[src/rtl/ifu_prefetch.sv]
// ifu_prefetch: sequential instruction fetch with a prefetch FIFO and up to
// DEPTH outstanding reads on an AR/R channel. PC redirects flush the FIFO and
// drop responses to requests issued before the redirect.
// Optional feature macro: IFU_PREFETCH_RESP_ERR_EN turns a non-OKAY RRESP into
// a NOP entry flagged with instr_err and halts fetching until the next redirect.
module ifu_prefetch #(
    parameter int AW = 64,
    parameter int IW = 32,
    parameter int DEPTH = 4,
    parameter logic [AW-1:0] RST_PC = 64'h8000_0000
) (
    input  logic          clk,
    input  logic          rstn,
    output logic          ifu_ARVALID,
    input  logic          ifu_ARREADY,
    output logic [AW-1:0] ifu_ARADDR,
    output logic [2:0]    ifu_ARPORT,
    input  logic          ifu_RVALID,
    output logic          ifu_RREADY,
    input  logic [63:0]   ifu_RDATA,
    input  logic [1:0]    ifu_RRESP,
    input  logic          redirect_valid,
    input  logic [AW-1:0] redirect_pc,
    output logic          instr_valid,
    input  logic          instr_ready,
    output logic [IW-1:0] instr,
    output logic [AW-1:0] instr_pc,
    output logic          instr_err
);

    localparam int PW = $clog2(DEPTH);
    localparam int CW = PW + 1;
    localparam logic [CW:0] DEPTH_C = (CW+1)'(DEPTH);

    localparam logic [1:0] IDLE  = 2'd0;
    localparam logic [1:0] FETCH = 2'd1;
    localparam logic [1:0] DRAIN = 2'd2;

    logic [1:0]    state;
    logic [AW-1:0] fetch_pc;
    logic [AW-1:0] rsp_pc;
    logic [AW-1:0] hold_addr;
    logic          ar_hold;
    logic          hold_stale;
    logic [CW-1:0] outstanding;
    logic [CW-1:0] stale_cnt;

    logic [DEPTH-1:0] lane_q;
    logic [PW-1:0]    lq_wr;
    logic [PW-1:0]    lq_rd;

    logic [AW-1:0] pc_mem   [DEPTH];
    logic [IW-1:0] instr_mem[DEPTH];
    logic          err_mem  [DEPTH];
    logic [CW-1:0] wptr;
    logic [CW-1:0] rptr;

    logic [CW-1:0] fifo_count;
    logic [CW:0]   credit_used;
    logic [CW-1:0] out_next;
    logic [CW-1:0] stale_next;
    logic          hold_stale_next;
    logic          issue_ok;
    logic          ar_fire;
    logic          r_fire;
    logic          r_stale;
    logic          push;
    logic          pop;
    logic          redirect_act;
    logic          r_lane;
    logic          r_err;
    logic          err_stop;
    logic [AW-1:0] ar_addr_sel;
    logic [AW-1:0] redirect_aligned;
    logic [IW-1:0] r_instr;
    logic [IW-1:0] push_instr;
    logic          unused_bits;

    assign fifo_count  = wptr - rptr;
    assign credit_used = {1'b0, fifo_count} + {1'b0, outstanding};
    assign issue_ok    = (state == FETCH) && !ar_hold && !err_stop && (credit_used < DEPTH_C);

    assign ar_addr_sel = ar_hold ? hold_addr : fetch_pc;
    assign ifu_ARVALID = ar_hold || issue_ok;
    assign ifu_ARADDR  = ifu_ARVALID ? ar_addr_sel : '0;
    assign ifu_ARPORT  = ifu_ARVALID ? 3'b100 : 3'b000;
    assign ifu_RREADY  = 1'b1;

    assign ar_fire      = ifu_ARVALID && ifu_ARREADY;
    assign r_fire       = ifu_RVALID && (outstanding != '0);
    assign redirect_act = redirect_valid && (state != IDLE);
    assign redirect_aligned = {redirect_pc[AW-1:2], 2'b00};
    assign unused_bits  = ^redirect_pc[1:0];

    assign r_lane  = lane_q[lq_rd];
    assign r_instr = r_lane ? ifu_RDATA[63:32] : ifu_RDATA[31:0];
    assign r_stale = (stale_cnt != '0) || (state != FETCH);
    assign push    = r_fire && !r_stale && !redirect_act;
    assign pop     = instr_valid && instr_ready;

    assign instr_valid = (fifo_count != '0);
    assign instr       = instr_valid ? instr_mem[rptr[PW-1:0]] : '0;
    assign instr_pc    = instr_valid ? pc_mem[rptr[PW-1:0]] : '0;
    assign instr_err   = instr_valid ? err_mem[rptr[PW-1:0]] : 1'b0;

`ifdef IFU_PREFETCH_RESP_ERR_EN
    assign r_err      = (ifu_RRESP != 2'b00);
    assign push_instr = r_err ? IW'(32'h0000_0013) : r_instr;

    // Latch a fetch halt after an errored entry is queued; a redirect releases it.
    always_ff @(posedge clk) begin
        if (!rstn)
            err_stop <= 1'b0;
        else if (redirect_act)
            err_stop <= 1'b0;
        else if (push && r_err)
            err_stop <= 1'b1;
    end
`else
    logic unused_resp;
    assign unused_resp = ^ifu_RRESP;
    assign r_err       = 1'b0;
    assign err_stop    = 1'b0;
    assign push_instr  = r_instr;
`endif

    // Next outstanding/stale bookkeeping; a redirect makes every in-flight or held request stale.
    always_comb begin
        out_next        = outstanding + CW'(ar_fire) - CW'(r_fire);
        stale_next      = stale_cnt;
        hold_stale_next = hold_stale;
        if (redirect_act) begin
            stale_next      = out_next;
            hold_stale_next = ifu_ARVALID && !ifu_ARREADY;
        end else begin
            stale_next      = stale_cnt - CW'(r_fire && (stale_cnt != '0)) + CW'(ar_fire && hold_stale);
            hold_stale_next = hold_stale && !ar_fire;
        end
    end

    // Fetch control: state machine, fetch/response PCs, AR hold and stale accounting.
    always_ff @(posedge clk) begin
        if (!rstn) begin
            state       <= IDLE;
            fetch_pc    <= '0;
            rsp_pc      <= '0;
            hold_addr   <= '0;
            ar_hold     <= 1'b0;
            hold_stale  <= 1'b0;
            outstanding <= '0;
            stale_cnt   <= '0;
        end else begin
            outstanding <= out_next;
            stale_cnt   <= stale_next;
            hold_stale  <= hold_stale_next;
            ar_hold     <= ifu_ARVALID && !ifu_ARREADY;
            if (ifu_ARVALID && !ifu_ARREADY)
                hold_addr <= ar_addr_sel;
            case (state)
                IDLE: begin
                    state    <= FETCH;
                    fetch_pc <= RST_PC;
                    rsp_pc   <= RST_PC;
                end
                FETCH: begin
                    if (redirect_act) begin
                        fetch_pc <= redirect_aligned;
                        rsp_pc   <= redirect_aligned;
                        state    <= ((stale_next != '0) || hold_stale_next) ? DRAIN : FETCH;
                    end else begin
                        if (ar_fire)
                            fetch_pc <= fetch_pc + AW'(4);
                        if (push)
                            rsp_pc <= rsp_pc + AW'(4);
                    end
                end
                DRAIN: begin
                    if (redirect_act) begin
                        fetch_pc <= redirect_aligned;
                        rsp_pc   <= redirect_aligned;
                    end else if ((stale_next == '0) && !hold_stale_next) begin
                        state <= FETCH;
                    end
                end
                default: state <= IDLE;
            endcase
        end
    end

    // Lane-select queue pointers, one entry per issued request in issue order.
    always_ff @(posedge clk) begin
        if (!rstn) begin
            lq_wr <= '0;
            lq_rd <= '0;
        end else begin
            if (ar_fire)
                lq_wr <= lq_wr + 1'b1;
            if (r_fire)
                lq_rd <= lq_rd + 1'b1;
        end
    end

    // Record address bit 2 of each issued request to pick the RDATA half later.
    always_ff @(posedge clk) begin
        if (ar_fire)
            lane_q[lq_wr] <= ar_addr_sel[2];
    end

    // Prefetch FIFO pointers; a redirect empties the FIFO after any same-cycle pop.
    always_ff @(posedge clk) begin
        if (!rstn) begin
            wptr <= '0;
            rptr <= '0;
        end else if (redirect_act) begin
            wptr <= '0;
            rptr <= '0;
        end else begin
            if (push)
                wptr <= wptr + 1'b1;
            if (pop)
                rptr <= rptr + 1'b1;
        end
    end

    // Prefetch FIFO storage write.
    always_ff @(posedge clk) begin
        if (push) begin
            pc_mem[wptr[PW-1:0]]    <= rsp_pc;
            instr_mem[wptr[PW-1:0]] <= push_instr;
            err_mem[wptr[PW-1:0]]   <= r_err;
        end
    end

endmodule

[config.mk]
export PLATFORM = sky130hd
export DESIGN_NAME = ifu_prefetch
export DESIGN_NICKNAME = d
export VERILOG_FILES = /design/src/rtl/ifu_prefetch.sv
export SDC_FILE = /design/constraint.sdc
export NUM_CORES = 1
export LEC_CHECK = 0
export BUFFER_PORTS_ARGS = -buffer_cell sky130_fd_sc_hd__buf_2
export CORE_ASPECT_RATIO = 1.4
export CORE_MARGIN = 2
export CORE_UTILIZATION = 50
export DETAILED_ROUTE_END_ITERATION = 16
export MAX_ROUTING_LAYER = met4
export PLACE_DENSITY = 0.82
export SLEW_MARGIN = 10
export SYNTH_ARGS = -nofsm -noshare
export SYNTH_HDL_FRONTEND = slang
export SYNTH_SLANG_ARGS = --single-unit
[constraint.sdc]
create_clock -name clk -period 6.98 [get_ports clk]
set_input_delay 0.698 -clock clk [delete_from_list [all_inputs] [get_ports clk]]
set_output_delay 0.698 -clock clk [all_outputs]
set_load 0.01 [all_outputs]
==> run summary <==
Status - finished, final reports clean
Worst Path Max Fanout - 13
Power per Cell Area - 336.2 mW/mm^2
WL final - 75.76 mm
Row cnt - 100
Slew headroom - 17.29%
Crit. End Element - flip-flop
Number of synthesized flops with an enable pin - 380
Slew Limit Fails - 0
Area grow syn2layout - 14.65%
Worst-Margin Slew - 1.241 ns
Core box area - 0.05318 sq mm
CP Depth - 19
Final Hold Viols - 0
Ys async rst share - 0%
CP Launch Type - flip-flop
Critical path class - flip-flop to flip-flop
Cell count after synthesis - 2258
Largest net degree at the start of global routing - 98
CTS sink cnt - 590
Die area - 0.05573 sq mm
Routed Antenna Nets - 0
Fmax - 192.1 MHz
Fin Hold WS - 0.3272 ns
Vias - 19972
CP Capture Point - state[0]$_SDFFE_PN0P_
First-pass GRT wire length - 114.6 mm
HPWL Detailed - 51.12 mm
Vias in the first global route - 19618
Total number of yosys warnings - 0
CP Buf/Inv Count - 3
Max-Cap Viols - 0
CP Cell Sequence - inv_1 > ha_1 > inv_1 > fa_1 > xor2_1 > xnor2_1 > ha_1 > nor4b_2 > o211a_1 > nand2_1 > ha_1 > inv_1 > ha_1 > fa_1 > xnor3_1 > or4_1 > a21oi_1 > a211oi_1 > o41ai_1
Register-to-Register Path Depth - 19
RSZ-0062 raised after global routing - no
# Post-CTS Setup Buffers - 0
CTS tree - done
# hold bufs at CTS - 0
Worst-Skew Late Latency - 0.63 ns
Fin crit share - 74.58%
Post-synthesis sequential element count - 590
Chip Width - 200.1 um
Reg-to-reg endpoint - state[0]$_SDFFE_PN0P_
Pre-antenna DRT Iters - 6
Longest Clk Path Bufs - 3
Post-Syn Area per Cell - 11.92 sq um
CP max stage delay - 0.43 ns
CTS resizes - 0
Critical Path RT - 7.50 ns
CTS H-tree lvls - 2
Setup tns final - 0 ns
CP max stage cell - o211a_1
Gr usage total - 27.76%
Cell mode on critical path - ha_1
Layout cell share with drive strength beyond 1 - 22.31%
CTS Buf Count - 54
IO Port Bufs - 292
Gr ovfl total - 0
Prevailing post-synth register cell - edfxtp_1
Distinct cells, synth - 75
Period minus WS final - 5.206 ns
Clock root cell - clkbuf_16
Arrival time at the worst endpoint - 5.72 ns
Antenna violations before repair - 7
R2R Setup Slk - 1.77 ns
LEAKAGE - 0.01078 uW
Nets - 2640
Worst VDD drop - 0.2568 mV
Starting Density - 50.62%
Filler cell count - 4277
Drt via density - 6.155
R2R Path Start - wptr[0]$_SDFFE_PP0P_
Register area share after synthesis - 58.01%
GPL Wtd Cong - 0.9650
Utilization after layout - 58.04%
Hold Path Class - input port to flip-flop
Number of remaining DRC errors - 0
Critical path's top delay family - adder cells
Max Clock Skew - 0.02787 ns
Mapped cell area - 0.02692 sq mm
Reg clk slew, reported paths - 0.07 ns
DR WL/cell - 23.35 um
Critical Path Start - wptr[0]$_SDFFE_PP0P_
Die Span Y - 278.5 um
Final setup viols - 0
I/O pin count - 303
Iter 0 DRT Violations - 1804
==> placed cells by master (no fill, tap or decap), drive strengths merged, types with 19 or more instances in the layout <==
cell type	n
nor3	33
xor2	35
and2	127
dfxtp	210
xnor2	19
mux4	95
clkinv	19
nor2	81
and3	44
a21oi	119
nand4	44
o21ai	121
a22o	79
mux2	33
nand2	291
edfxtp	380
clkbuf	70
nor4	24
inv	29
ha	22
nand3	80
o211ai	22
buf	324
==> synthesized netlist by cell type (all sizes together), types with 24 or more instances <==
cell type / count / area share, %
edfxtp: 380 / 42
nand2: 291 / 4.1
dfxtp: 210 / 16
clkbuf: 137 / 1.9
and2: 127 / 3.0
o21ai: 121 / 2.2
a21oi: 119 / 2.2
mux4: 95 / 7.9
nor2: 81 / 1.1
nand3: 80 / 1.5
a22o: 79 / 2.6
and3: 44 / 1.0
nand4: 44 / 1.1
xor2: 35 / 1.1
mux2: 33 / 1.4
nor3: 33 / 0.61
buf: 26 / 0.50
inv: 25 / 0.35
nor4: 24 / 0.66
==> area by class of cell <==
type | instances | area (sq um) | share of cell area (%)
multi-input combinational | 1484 | 10640 | 34.47
timing repair buffer | 324 | 1702 | 5.514
clock inverter | 31 | 356.6 | 1.155
inverter | 25 | 93.84 | 0.3041
tap | 714 | 893.4 | 2.895
sequential | 590 | 15620 | 50.63
clock buffer | 70 | 1535 | 4.975
antenna | 7 | 17.52 | 0.05676
==> worst min-delay path by stage <==
| stage | from | endpoint | slack (ns) | cells after the start |
|---|---|---|---|---|
| final | redirect_pc[60] | rsp_pc[60]$_SDFFE_PN0P_ | 0.33 | 3 |
| after global routing | redirect_pc[60] | rsp_pc[60]$_SDFFE_PN0P_ | 0.35 | 3 |
| after floorplan | hold_addr[10]$_SDFFE_PN0P_ | hold_addr[10]$_SDFFE_PN0P_ | 0.44 | 2 |
| after global placement | hold_addr[21]$_SDFFE_PN0P_ | hold_addr[21]$_SDFFE_PN0P_ | 0.44 | 2 |
| after CTS | redirect_pc[60] | rsp_pc[60]$_SDFFE_PN0P_ | 0.31 | 3 |
| after detailed placement | hold_addr[8]$_SDFFE_PN0P_ | hold_addr[8]$_SDFFE_PN0P_ | 0.45 | 2 |
==> kinds of logic (layout without fill, tap and decap cells) <==
family / Yosys count / after routing / share of synthesized area (%)
compound gates: 482 / 482 / 11.83
xor+xnor: 55 / 55 / 1.841
fa+ha+maj: 25 / 25 / 1.246
buf+inv: 188 / 450 / 2.761
flops: 590 / 590 / 58.01
mux: 135 / 135 / 9.590
other cells: 2 / 13 / 0.02790
simple gates: 781 / 781 / 14.70
==> metal layers <==
layer,up-vias,wire length [um],GRT usage (%)
met1,9772,29480,34.30
met3,216,5500,4.023
met4,0,3574,12.73
met5,-,0,-
li1,8994,-,-
met2,990,37210,45.11
==> per-stage QoR <==
stage | total power (uW) | setup WS [ns] | area [sq um] | std cells
after global placement | 7199 | 2.100 | 28950 | 3137
final | 10370 | 1.774 | 30860 | 3245
after detailed placement | 7283 | 1.859 | 28950 | 3137
after global routing | 10820 | 1.619 | 30860 | 3245
after floorplan | 6172 | 2.383 | 26930 | 2262
after CTS | 10410 | 1.866 | 30840 | 3238
==> worst reg2reg max path, stage by stage, from the launching register on <==
cell      delay [ns]
dfxtp_1         0.35
inv_1           0.13
ha_1            0.15
inv_1           0.05
fa_1            0.39
xor2_1          0.18
xnor2_1         0.24
ha_1            0.29
nor4b_2         0.35
o211a_1         0.43
nand2_1         0.10
ha_1            0.28
inv_1           0.04
ha_1            0.18
fa_1            0.39
xnor3_1         0.37
or4_1           0.43
a21oi_1         0.25
a211oi_1        0.14
o41ai_1         0.37
==> registers in the layout (all words and copies together) (netlist names), named ones only <==
register     flops
lq_wr            2
fetch_pc        62
lane_q           4
state            2
stale_cnt        3
rptr             3
hold_addr       64
hold_stale       1
pc_mem         248
rsp_pc          62
outstanding      3
lq_rd            2
wptr             3
ar_hold          1
instr_mem      128
==> power by group <==
part,internal (uW),total [uW],switching [uW]
Clock,1790,3140,1350
Sequential,3960,4170,211
Combinational,1080,3070,1990
(Power assumes the default switching activity.)
